===== config.mk =====
export PLATFORM = sky130hd
export DESIGN_NAME = apb_regfile_slave_flat
export DESIGN_NICKNAME = d
export VERILOG_FILES = /design/src/rtl/apb_regfile_slave_pkg.sv /design/src/rtl/apb_regfile_slave_if.sv /design/src/rtl/apb_regfile_slave_wait_ctr.sv /design/src/rtl/apb_regfile_slave.sv /design/src/flat_wrapper.sv
export SDC_FILE = /design/constraint.sdc
export NUM_CORES = 1
export LEC_CHECK = 0
export BUFFER_PORTS_ARGS = -buffer_cell sky130_fd_sc_hd__buf_2
export CORE_UTILIZATION = 25
export CTS_CLUSTER_SIZE = 30
export DETAILED_ROUTE_END_ITERATION = 10
export GPL_TIMING_DRIVEN = 0
export PLACE_DENSITY_LB_ADDON = 0.15
export SLEW_MARGIN = 10
export SYNTH_ARGS = -nofsm -noshare
export SYNTH_HDL_FRONTEND = slang
export SYNTH_SLANG_ARGS = --single-unit

===== constraint.sdc =====
create_clock -name PCLK -period 2.15 [get_ports PCLK]
set_clock_uncertainty 0.05 [all_clocks]
set_input_delay 0.3225 -clock PCLK [delete_from_list [all_inputs] [get_ports PCLK]]
set_output_delay 0.3225 -clock PCLK [all_outputs]
set_load 0.01 [all_outputs]

===== src/rtl/apb_regfile_slave_pkg.sv =====
// Shared types, default widths and the byte-lane merge helper for the APB
// register-file completer.
package apb_regfile_slave_pkg;

  localparam int unsigned APB_DATA_WIDTH = 32;
  localparam int unsigned APB_ADDR_WIDTH = 8;
  localparam int unsigned WAIT_CNT_W     = 4;

  // The merge helper is written once at the widest supported bus; callers
  // zero-extend their operands and truncate the result back.
  localparam int unsigned MAX_DATA_WIDTH = 256;
  localparam int unsigned MAX_STRB_WIDTH = MAX_DATA_WIDTH / 8;

  typedef enum logic {
    IDLE,
    ACCESS
  } apb_state_e;

  function automatic logic [MAX_DATA_WIDTH-1:0] apply_strb(
    input logic [MAX_DATA_WIDTH-1:0] old_word,
    input logic [MAX_DATA_WIDTH-1:0] wdata,
    input logic [MAX_STRB_WIDTH-1:0] strb
  );
    logic [MAX_DATA_WIDTH-1:0] res;
    res = old_word;
    for (int b = 0; b < MAX_STRB_WIDTH; b++) begin
      if (strb[b]) res[b*8 +: 8] = wdata[b*8 +: 8];
    end
    return res;
  endfunction

endpackage


===== src/rtl/apb_regfile_slave_if.sv =====
// APB4 bus bundle between the bridge (master) and a completer (slave).
interface apb_regfile_slave_if
  import apb_regfile_slave_pkg::*;
#(
  parameter int unsigned DATA_WIDTH = APB_DATA_WIDTH,
  parameter int unsigned ADDR_WIDTH = APB_ADDR_WIDTH
);

  logic                    PSEL;
  logic                    PENABLE;
  logic                    PWRITE;
  logic [ADDR_WIDTH-1:0]   PADDR;
  logic [DATA_WIDTH-1:0]   PWDATA;
  logic [DATA_WIDTH/8-1:0] PSTRB;
  logic [DATA_WIDTH-1:0]   PRDATA;
  logic                    PREADY;
  logic                    PSLVERR;

  modport master (
    output PSEL, PENABLE, PWRITE, PADDR, PWDATA, PSTRB,
    input  PRDATA, PREADY, PSLVERR
  );

  modport slave (
    input  PSEL, PENABLE, PWRITE, PADDR, PWDATA, PSTRB,
    output PRDATA, PREADY, PSLVERR
  );

endinterface


===== src/rtl/apb_regfile_slave_wait_ctr.sv =====
// Loadable down-counter that flags when an APB access has served its wait
// states; shared by APB completers that insert PREADY wait cycles.
module apb_regfile_slave_wait_ctr
  import apb_regfile_slave_pkg::*;
#(
  parameter int unsigned WIDTH = WAIT_CNT_W
) (
  input  logic             clk,
  input  logic             rst,
  input  logic             load_i,
  input  logic [WIDTH-1:0] load_val_i,
  input  logic             dec_i,
  output logic             zero_o
);

  logic [WIDTH-1:0] cnt_q, cnt_d;

  // NOTE: every always_comb output gets a default first so no path can infer
  // a latch; blocking (=) here, non-blocking (<=) only in the flop process.
  always_comb begin
    cnt_d = cnt_q;
    if (load_i) begin
      cnt_d = load_val_i;
    end else if (dec_i && (cnt_q != '0)) begin
      cnt_d = cnt_q - 1'b1;
    end
  end

  always_ff @(posedge clk) begin
    if (rst) cnt_q <= '0;
    else     cnt_q <= cnt_d;
  end

  assign zero_o = (cnt_q == '0);

endmodule


===== src/rtl/apb_regfile_slave.sv =====
// APB4 completer terminating the bus into NUM_REGS word registers with byte
// strobes, programmable wait states, error responses and read-only status slots.
module apb_regfile_slave
  import apb_regfile_slave_pkg::*;
#(
  parameter int unsigned          DATA_WIDTH  = APB_DATA_WIDTH,
  parameter int unsigned          ADDR_WIDTH  = APB_ADDR_WIDTH,
  parameter int unsigned          NUM_REGS    = 8,
  parameter int unsigned          WAIT_STATES = 0,
  parameter logic [NUM_REGS-1:0]  RO_MASK     = NUM_REGS'(128),
  parameter logic [DATA_WIDTH-1:0] RESET_VAL  = '0
) (
  input  logic                           PCLK,
  input  logic                           PRESET,
  apb_regfile_slave_if.slave             bus,
  input  logic [NUM_REGS*DATA_WIDTH-1:0] status_i,
  output logic [NUM_REGS*DATA_WIDTH-1:0] regs_o
);

  localparam int unsigned IDX_W = (NUM_REGS > 1) ? $clog2(NUM_REGS) : 1;

  apb_state_e            state_q, state_d;
  logic                  err_q, err_d;
  logic [DATA_WIDTH-1:0] prdata_q, prdata_d;
  logic [DATA_WIDTH-1:0] regs_q [NUM_REGS];
  logic [DATA_WIDTH-1:0] regs_d [NUM_REGS];

  logic [ADDR_WIDTH-3:0] idx;
  logic [IDX_W-1:0]      idx_sel;
  logic                  in_range, derr, aerr;
  logic [DATA_WIDTH-1:0] rd_val;
  logic                  ctr_load, ctr_dec, ctr_zero;
  logic                  pready, pslverr;

  assign idx      = bus.PADDR[ADDR_WIDTH-1:2];
  assign idx_sel  = idx[IDX_W-1:0];
  assign in_range = (32'(idx) < NUM_REGS);
  assign derr     = !in_range || (bus.PADDR[1:0] != 2'b00);
  assign aerr     = bus.PWRITE && in_range && RO_MASK[idx_sel];

  // Read data captured in the setup phase; writes and decode errors return 0.
  always_comb begin
    rd_val = '0;
    if (!derr && !bus.PWRITE) begin
      if (RO_MASK[idx_sel]) rd_val = status_i[32'(idx_sel)*DATA_WIDTH +: DATA_WIDTH];
      else                  rd_val = regs_q[idx_sel];
    end
  end

  apb_regfile_slave_wait_ctr #(
    .WIDTH (WAIT_CNT_W)
  ) u_wait_ctr (
    .clk        (PCLK),
    .rst        (PRESET),
    .load_i     (ctr_load),
    .load_val_i (WAIT_CNT_W'(WAIT_STATES)),
    .dec_i      (ctr_dec),
    .zero_o     (ctr_zero)
  );

  always_comb begin
    state_d  = state_q;
    err_d    = err_q;
    prdata_d = prdata_q;
    regs_d   = regs_q;
    ctr_load = 1'b0;
    ctr_dec  = 1'b0;
    pready   = 1'b0;
    pslverr  = 1'b0;
    unique case (state_q)
      IDLE: begin
        if (bus.PSEL && !bus.PENABLE) begin
          state_d  = ACCESS;
          ctr_load = 1'b1;
          err_d    = derr || aerr;
          prdata_d = rd_val;
        end else if (bus.PSEL && bus.PENABLE) begin
          // Access phase without a setup phase: flag it, write nothing.
          pready  = 1'b1;
          pslverr = 1'b1;
        end
      end
      ACCESS: begin
        if (!bus.PSEL) begin
          state_d = IDLE;
        end else if (bus.PENABLE) begin
          if (ctr_zero) begin
            pready  = 1'b1;
            pslverr = err_q;
            state_d = IDLE;
            if (bus.PWRITE && !err_q) begin
              regs_d[idx_sel] = DATA_WIDTH'(apply_strb(MAX_DATA_WIDTH'(regs_q[idx_sel]),
                                                       MAX_DATA_WIDTH'(bus.PWDATA),
                                                       MAX_STRB_WIDTH'(bus.PSTRB)));
            end
          end else begin
            ctr_dec = 1'b1;
          end
        end
      end
      default: state_d = IDLE;
    endcase
  end

  always_ff @(posedge PCLK) begin
    if (PRESET) begin
      state_q  <= IDLE;
      err_q    <= 1'b0;
      prdata_q <= '0;
      // NOTE: the bank is a handful of configuration flops, not a RAM macro,
      // so every word gets a defined reset value.
      for (int i = 0; i < NUM_REGS; i++) regs_q[i] <= RESET_VAL;
    end else begin
      state_q  <= state_d;
      err_q    <= err_d;
      prdata_q <= prdata_d;
      regs_q   <= regs_d;
    end
  end

  always_comb begin
    regs_o = '0;
    for (int i = 0; i < NUM_REGS; i++) begin
      if (!RO_MASK[i]) regs_o[i*DATA_WIDTH +: DATA_WIDTH] = regs_q[i];
    end
  end

  assign bus.PRDATA  = prdata_q;
  assign bus.PREADY  = pready;
  assign bus.PSLVERR = pslverr;

endmodule


===== src/flat_wrapper.sv =====
// flat-port wrapper written by rule: the top's interface ports become plain ports
module apb_regfile_slave_flat import apb_regfile_slave_pkg::*;
#(
  parameter int unsigned          DATA_WIDTH  = APB_DATA_WIDTH,
  parameter int unsigned          ADDR_WIDTH  = APB_ADDR_WIDTH,
  parameter int unsigned          NUM_REGS    = 8,
  parameter int unsigned          WAIT_STATES = 0,
  parameter logic [NUM_REGS-1:0]  RO_MASK     = NUM_REGS'(128),
  parameter logic [DATA_WIDTH-1:0] RESET_VAL  = '0
)
  (PCLK, PRESET, status_i, regs_o, bus_PSEL, bus_PENABLE, bus_PWRITE, bus_PADDR, bus_PWDATA, bus_PSTRB, bus_PRDATA, bus_PREADY, bus_PSLVERR);
  apb_regfile_slave_if #(.DATA_WIDTH(DATA_WIDTH), .ADDR_WIDTH(ADDR_WIDTH)) bus_i ();
  input  logic PCLK;
  input  logic PRESET;
  input  logic [NUM_REGS*DATA_WIDTH-1:0] status_i;
  output logic [NUM_REGS*DATA_WIDTH-1:0] regs_o;
  input wire logic [$bits(bus_i.PSEL)-1:0] bus_PSEL;
  input wire logic [$bits(bus_i.PENABLE)-1:0] bus_PENABLE;
  input wire logic [$bits(bus_i.PWRITE)-1:0] bus_PWRITE;
  input wire logic [$bits(bus_i.PADDR)-1:0] bus_PADDR;
  input wire logic [$bits(bus_i.PWDATA)-1:0] bus_PWDATA;
  input wire logic [$bits(bus_i.PSTRB)-1:0] bus_PSTRB;
  output wire logic [$bits(bus_i.PRDATA)-1:0] bus_PRDATA;
  output wire logic [$bits(bus_i.PREADY)-1:0] bus_PREADY;
  output wire logic [$bits(bus_i.PSLVERR)-1:0] bus_PSLVERR;
  assign bus_i.PSEL = bus_PSEL;
  assign bus_i.PENABLE = bus_PENABLE;
  assign bus_i.PWRITE = bus_PWRITE;
  assign bus_i.PADDR = bus_PADDR;
  assign bus_i.PWDATA = bus_PWDATA;
  assign bus_i.PSTRB = bus_PSTRB;
  assign bus_PRDATA = bus_i.PRDATA;
  assign bus_PREADY = bus_i.PREADY;
  assign bus_PSLVERR = bus_i.PSLVERR;
  apb_regfile_slave #(.DATA_WIDTH(DATA_WIDTH), .ADDR_WIDTH(ADDR_WIDTH), .NUM_REGS(NUM_REGS), .WAIT_STATES(WAIT_STATES), .RO_MASK(RO_MASK), .RESET_VAL(RESET_VAL)) u_core (.PCLK(PCLK), .PRESET(PRESET), .bus(bus_i), .status_i(status_i), .regs_o(regs_o));
endmodule

Word-level counts from Yosys, hierarchy flattened --
Memory sizes are Yosys's and may differ from the RTL's. Index checks and enable logic that the tools add are counted.
Operators by class: add/subtract/negate cells 1, order comparisons 4, shifts and indexed selects 1, muxes and demuxes 52, bitwise logic cells 2, reductions and logical operators 21
Operators with widths (number):
- 256-bit bitwise mux | 1
- 256-bit by 9-bit indexed part select with 32-bit output | 1
- 8-bit two-way mux | 24
- 32-bit two-way mux | 5
- 32-bit binary-select mux with 3-bit select | 1
- 32-bit demux with 3-bit select | 1
- 1-bit two-way mux | 17
- 1-bit logical AND | 8
- 6-bit by 4-bit < comparator with 1-bit output (second input constant) | 1
- 1-bit case mux with 2 select lines | 3
- 1-bit logical NOT | 5
- 5-bit AND reduction | 1
- 4-bit >= comparator (second input constant) | 1
- 4-bit logical NOT | 1
- 3-bit by 4-bit < comparator with 1-bit output (second input constant) | 1
- 4-bit by 1-bit < comparator with 1-bit output (second input constant) | 1
- 3-bit inverter with 4-bit output | 1
- 4-bit nonzero test | 1
- 4-bit by 1-bit subtractor with 4-bit output (second input constant) | 1
- 1-bit logical OR | 2
- 2-bit AND reduction | 1
- 2-bit nonzero test | 1
- 2-bit OR reduction | 1
- 1-bit inverter | 1
Storage, ports and cells: flip-flop bits (word level) 294, ROM bits 8, bits of input ports 305, output and inout port bits 290, logic and storage cells 94, memories 1
Memory list:
- (no name shown) | depth 8, width 1, rd ports 1, clocked after Yosys merged registers in 0, wr ports 0, line apb_regfile_slave.sv:39 | assign aerr = bus.PWRITE && in_range && RO_MASK[idx_sel];

Depth between registers and ports, before layout --
word-level depth 11, depth in mapped cells 9, depth with buffers taken out 6

Hierarchy --
From an unflattened synthesis, not the netlist that was laid out.
Unflattened totals: cells, all modules 1765, area, all modules 15890.2 µm²
Modules (own cells, without submodules):
- apb_regfile_slave | instances 1, cells an instance 1736, area an instance 15627.5 µm², sequential area each 5805.6 µm²
- apb_regfile_slave_wait_ctr | instances 1, cells an instance 29, area an instance 262.8 µm², sequential area each 80.1 µm²

Least setup slack after synthesis --
No wires, ideal clock.
kind flip-flop to output port, from reg u_core.u_wait_ctr.cnt_q[0], to out bus_PSLVERR, arrival time 1.628 ns, data required time 1.778 ns, slack 0.149 ns, cell stages (with the launch flop) 7, path buffers 0, cell sequence dfxtp_1 -> inv_1 -> ha_1 -> or3b_2 -> nand2_1 -> and2_1 -> a21boi_0
Between the ends: longest elaborated chain between the ends 5
Ends and longest elaborated chain:
- from (decl) | line apb_regfile_slave_wait_ctr.sv:16 | logic [WIDTH-1:0] cnt_q, cnt_d;
- from (signal assigned) | line apb_regfile_slave_wait_ctr.sv:31 | else cnt_q <= cnt_d;
- 4-bit logical NOT | line apb_regfile_slave_wait_ctr.sv:34 | assign zero_o = (cnt_q == '0);
- 1-bit two-way mux | line apb_regfile_slave.sv:87 | if (ctr_zero) begin
- 1-bit two-way mux | line apb_regfile_slave.sv:86 | end else if (bus.PENABLE) begin
- 1-bit two-way mux | line apb_regfile_slave.sv:84 | if (!bus.PSEL) begin
- 1-bit case mux with 2 select lines | line apb_regfile_slave.sv:70 | unique case (state_q)
- to (decl) | line flat_wrapper.sv:25 | output wire logic [$bits(bus_i.PSLVERR)-1:0] bus_PSLVERR;
Every way passes these cells.

Worst setup path in the final report --
from reg u_core.u_wait_ctr.cnt_q[0], to reg u_core.regs_q, in the netlist u_core.regs_o[171]
Between the ends: longest elaborated chain between the ends 2
Ends and longest elaborated chain:
- 4-bit logical NOT | line apb_regfile_slave_wait_ctr.sv:34
- 5-bit AND reduction (no line)
- to (signal assigned) | line apb_regfile_slave.sv:117 | regs_q <= regs_d;
- to (decl) | line apb_regfile_slave.sv:25 | logic [DATA_WIDTH-1:0] regs_q [NUM_REGS];
Every way passes these cells. A chain may end at the register's enable or synchronous reset.

==> impl_metrics.py <==
metrics = {
    "run_status": {
        "status": "finished with violations",
        "violations": "setup timing",
    },
    "setup_path": {
        "cp.arrival_ns": 2.78,
        "crit_required_ns": 2.52,
        "cp_top_family": "simple AND/OR/NAND/NOR gates",
        "max_stage_delay_ns": 0.66,
        "rr_endpoint": "u_core.regs_o[171]$_SDFFE_PP0P_",
        "crit_path_start_kind": "flop",
        "crit_slowest_cell": "or4_4",
        "r2r_cells": 11,
        "worstSetupPathType": "flop to flop",
        "endpoint_kind": "flop",
        "path_cells": "inv_2 > ha_4 > buf_4 > buf_6 > nand4bb_4 > or4_4 > buf_6 > clkbuf_16 > buf_12 > nand3b_1 > o221ai_2",
        "critical_path.max_fanout": 6,
        "cpMostUsedCell": "buf_6",
        "rrSetupSlack_ns": -0.26,
        "worstPathBufferInverterCount": 6,
        "r2r-start": "u_core.u_wait_ctr.cnt_q[0]$_SDFFE_PP0P_",
    },
    "synthesis": {
        "synthArstFlopShare": 0,
        "synth_cells": 1747,
        "syn_area_mm2": 0.0169,
        "yosysTopAreaCell": "dfxtp_1",
        "synth_seq_cells": 294,
        "ys_seq_area_frac": 0.349,
        "synth-edff-count": 0,
        "yosysUniqueCellTypes": 42,
        "yosysWarnings": 0,
        "synth_top_flop_cell": "dfxtp_1",
        "syn_avg_cell_area_um2": 9.65,
        "netlist_top_cells_area": "dfxtp_1, o221ai_1, buf_4",
        "synth_top_area_frac": 0.349,
    },
    "run": {
        "max_cap_viol_count": 0,
    },
    "route": {
        "vias": 16300,
        "drtAntennaViolNets": 0,
        "wl_um": 86500,
        "wl_per_cell_um": 27.6,
        "firstDrtPassIters": 5,
        "met3_length_um": 6620,
        "vias_per_cell": 5.20,
        "wl_met2_um": 40700,
        "wl_met1_um": 36600,
        "drt-initial-drc-count": 1379,
        "drc_errors": 0,
        "top_layer": "met4",
    },
    "place": {
        "gp_congestion": 0.862,
        "place_hpwl_um": 59000,
        "portBuffers": 332,
        "place_ws_ns": -1.15,
    },
    "sta": {
        "fin_crit_ns": 2.41,
        "max-slew-margin-rel": 0.363,
        "fmax_mhz": 414,
        "tightest_slew_ns": 0.955,
        "final_max_slew_viol_count": 0,
        "setup_viol": 151,
        "rsz0062_at_grt": "true",
        "worst_slack_ns": -0.263,
        "period_share": 1.12,
        "hold_violations": 0,
    },
    "global_routing": {
        "grt_start_max_net_pins": 13,
        "grt_pass1_wl_um": 115000,
        "first_global_vias": 15700,
        "antenna_found_initial": 1,
        "grt-ovfl-total": 0,
        "grt_util_all_layers": 0.235,
    },
    "clocking": {
        "htreeDepth": 2,
        "root_buffer": "clkbuf_16",
        "clock_path_buffers": 3,
        "path_clk_slew_ns": 0.06,
        "insertion_delay_ns": 0.56,
        "clock-sinks": 294,
        "cts_buffers": 36,
        "cts_tree": "yes",
    },
    "die": {
        "io_pins": 595,
        "die_area_mm2": 0.0685,
        "coreArea_mm2": 0.0662,
        "rows": 94,
        "die_width_um": 262,
        "die_y_um": 262,
        "start_util": 0.255,
    },
    "pwr": {
        "powerDensity_mw_per_mm2": 526,
        "power_w": 0.0128,
        "vdd_drop_max_mv": 0.356,
        "p_leak_nw": 9.71,
    },
    "cells_and_area": {
        "drive_gt1_frac": 0.520,
        "nNetsFinal": 2563,
        "finish.utilization": 0.368,
        "syn_to_final_growth_pct": 44.3,
    },
    "min_path": {
        "holdCritStartpoint": "bus_PSEL",
        "whs_path_depth": 3,
        "min_to": "u_core.state_q$_SDFF_PP0_",
        "hp-class": "input pin to flop",
    },
}
[flip-flops by register name, indices dropped and copies added, names as in the netlist]
register	count
u_core.regs_q	32
u_core.bus.PRDATA	32
u_core.regs_o	224
u_core.err_q	1
u_core.state_q	1
u_core.u_wait_ctr.cnt_q	4
[layer usage]
| layer | vias up | GRT usage |
|---|---|---|
| met5 | - | 0 |
| met4 | 0 | 0.0740 |
| met3 | 136 | 0.0395 |
| met2 | 802 | 0.386 |
| met1 | 8212 | 0.312 |
| li1 | 7182 | - |
[cells in the mapped netlist, types with 3 or more instances]
cell,count
or3_1,6
nor3_1,3
nand3_1,4
o21ai_1,3
nand2b_1,199
mux4_2,64
a32oi_1,31
and2_1,3
nand4_1,6
o221ai_1,233
o221ai_2,23
buf_4,270
inv_1,4
mux2i_4,31
nand2_1,251
nand3b_1,65
buf_2,60
nor2_1,41
dfxtp_1,294
or2_2,35
clkbuf_1,67
nor4_2,4
o21ai_0,28
[cells in the final DEF (no fill, tap or decap), types with 3 or more instances in the layout]
cell type      count
buf_8              8
dlygate4sd3_1     32
nand2_1          201
o21ai_0           28
bufinv_16          3
buf_2            344
clkbuf_16         61
nand2b_1         195
conb_1            32
o221ai_1         106
o221ai_2         150
or2_2             35
buf_4            296
o21ai_1            3
clkbuf_2          15
mux4_2            64
nor2_2             5
nand2b_4           4
clkbuf_4           8
clkinv_2           4
dfxtp_1          292
a32oi_1           31
nand2_2           33
buf_12            39
nand4_1            6
mux2i_4           31
nand2_8           10
nand2_4            7
nand3b_1          65
clkbuf_1          43
buf_6             31
nand3_1            4
nor4_4             4
or3_4              4
clkbuf_8           9
nor2_1            36
[worst max-delay path by stage]
stage	slack, ns	from	to	cells past startpoint
detailed placement	-1.15	bus_PADDR[2]	u_core.bus.PRDATA[19]$_SDFFE_PP0P_	7
finish	-0.26	u_core.u_wait_ctr.cnt_q[0]$_SDFFE_PP0P_	u_core.regs_o[171]$_SDFFE_PP0P_	11
CTS	-0.27	u_core.u_wait_ctr.cnt_q[1]$_SDFFE_PP0P_	bus_PSLVERR	7
global placement	-1.10	bus_PADDR[2]	u_core.bus.PRDATA[13]$_SDFFE_PP0P_	7
floorplan	0.15	u_core.u_wait_ctr.cnt_q[0]$_SDFFE_PP0P_	bus_PSLVERR	6
global route	-0.32	u_core.u_wait_ctr.cnt_q[0]$_SDFFE_PP0P_	bus_PSLVERR	7
[through the flow]
step                      hold WS [ns]  area, µm²  setup TNS, ns  cells
after floorplan                  0.360      17000              0   1778
after global placement           0.395      19700        -198.90   2974
after detailed placement         0.396      19700        -209.75   2974
after CTS                      0.00107      21600          -3.38   3074
after global routing            0.0314      24300         -22.08   3139
final                           0.0211      24300         -12.94   3141
[where the power goes]
group          total, W  switching [W]  internal, W
Clock           0.00635        0.00256      0.00378
Sequential      0.00546     0.00000490      0.00545
Combinational  0.000997       0.000611     0.000386
Total            0.0128        0.00318      0.00962
[tightest hold or removal path: stages]
cell	delay (ns)
buf_2	0.15
nand2b_1	0.08
a21oi_1	0.04
[logic make-up after synthesis]
logic type	synth area share
simple gates	0.198
other cells	0.000222
compound gates	0.168
mux	0.127
buf+inv	0.154
flops	0.349
xor+xnor	0.00156
fa+ha+maj	0.00148
[final cells by class]
type | instances | area (µm²)
Buffer | 392 | 3200
Tap cell | 864 | 1080
Timing Repair Buffer | 445 | 3200
Sequential cell | 294 | 5890
Multi-Input combinational cell | 1083 | 9770
Clock buffer | 50 | 1060
Antenna cell | 2 | 5.00
Inverter | 4 | 15.0
Clock inverter | 7 | 110
Fill cell | 6708 | 41900
[repair_timing]
item	4_1_cts	5_1_grt
setup endpoints to repair	289	284
hold buffers	32	0
buffers inserted	14	43
resized for setup	94	392
hold endpoints to repair	32	0
cloned	0	24
pin swaps	7	27
No activity file was read; power rests on OpenSTA's default activity.
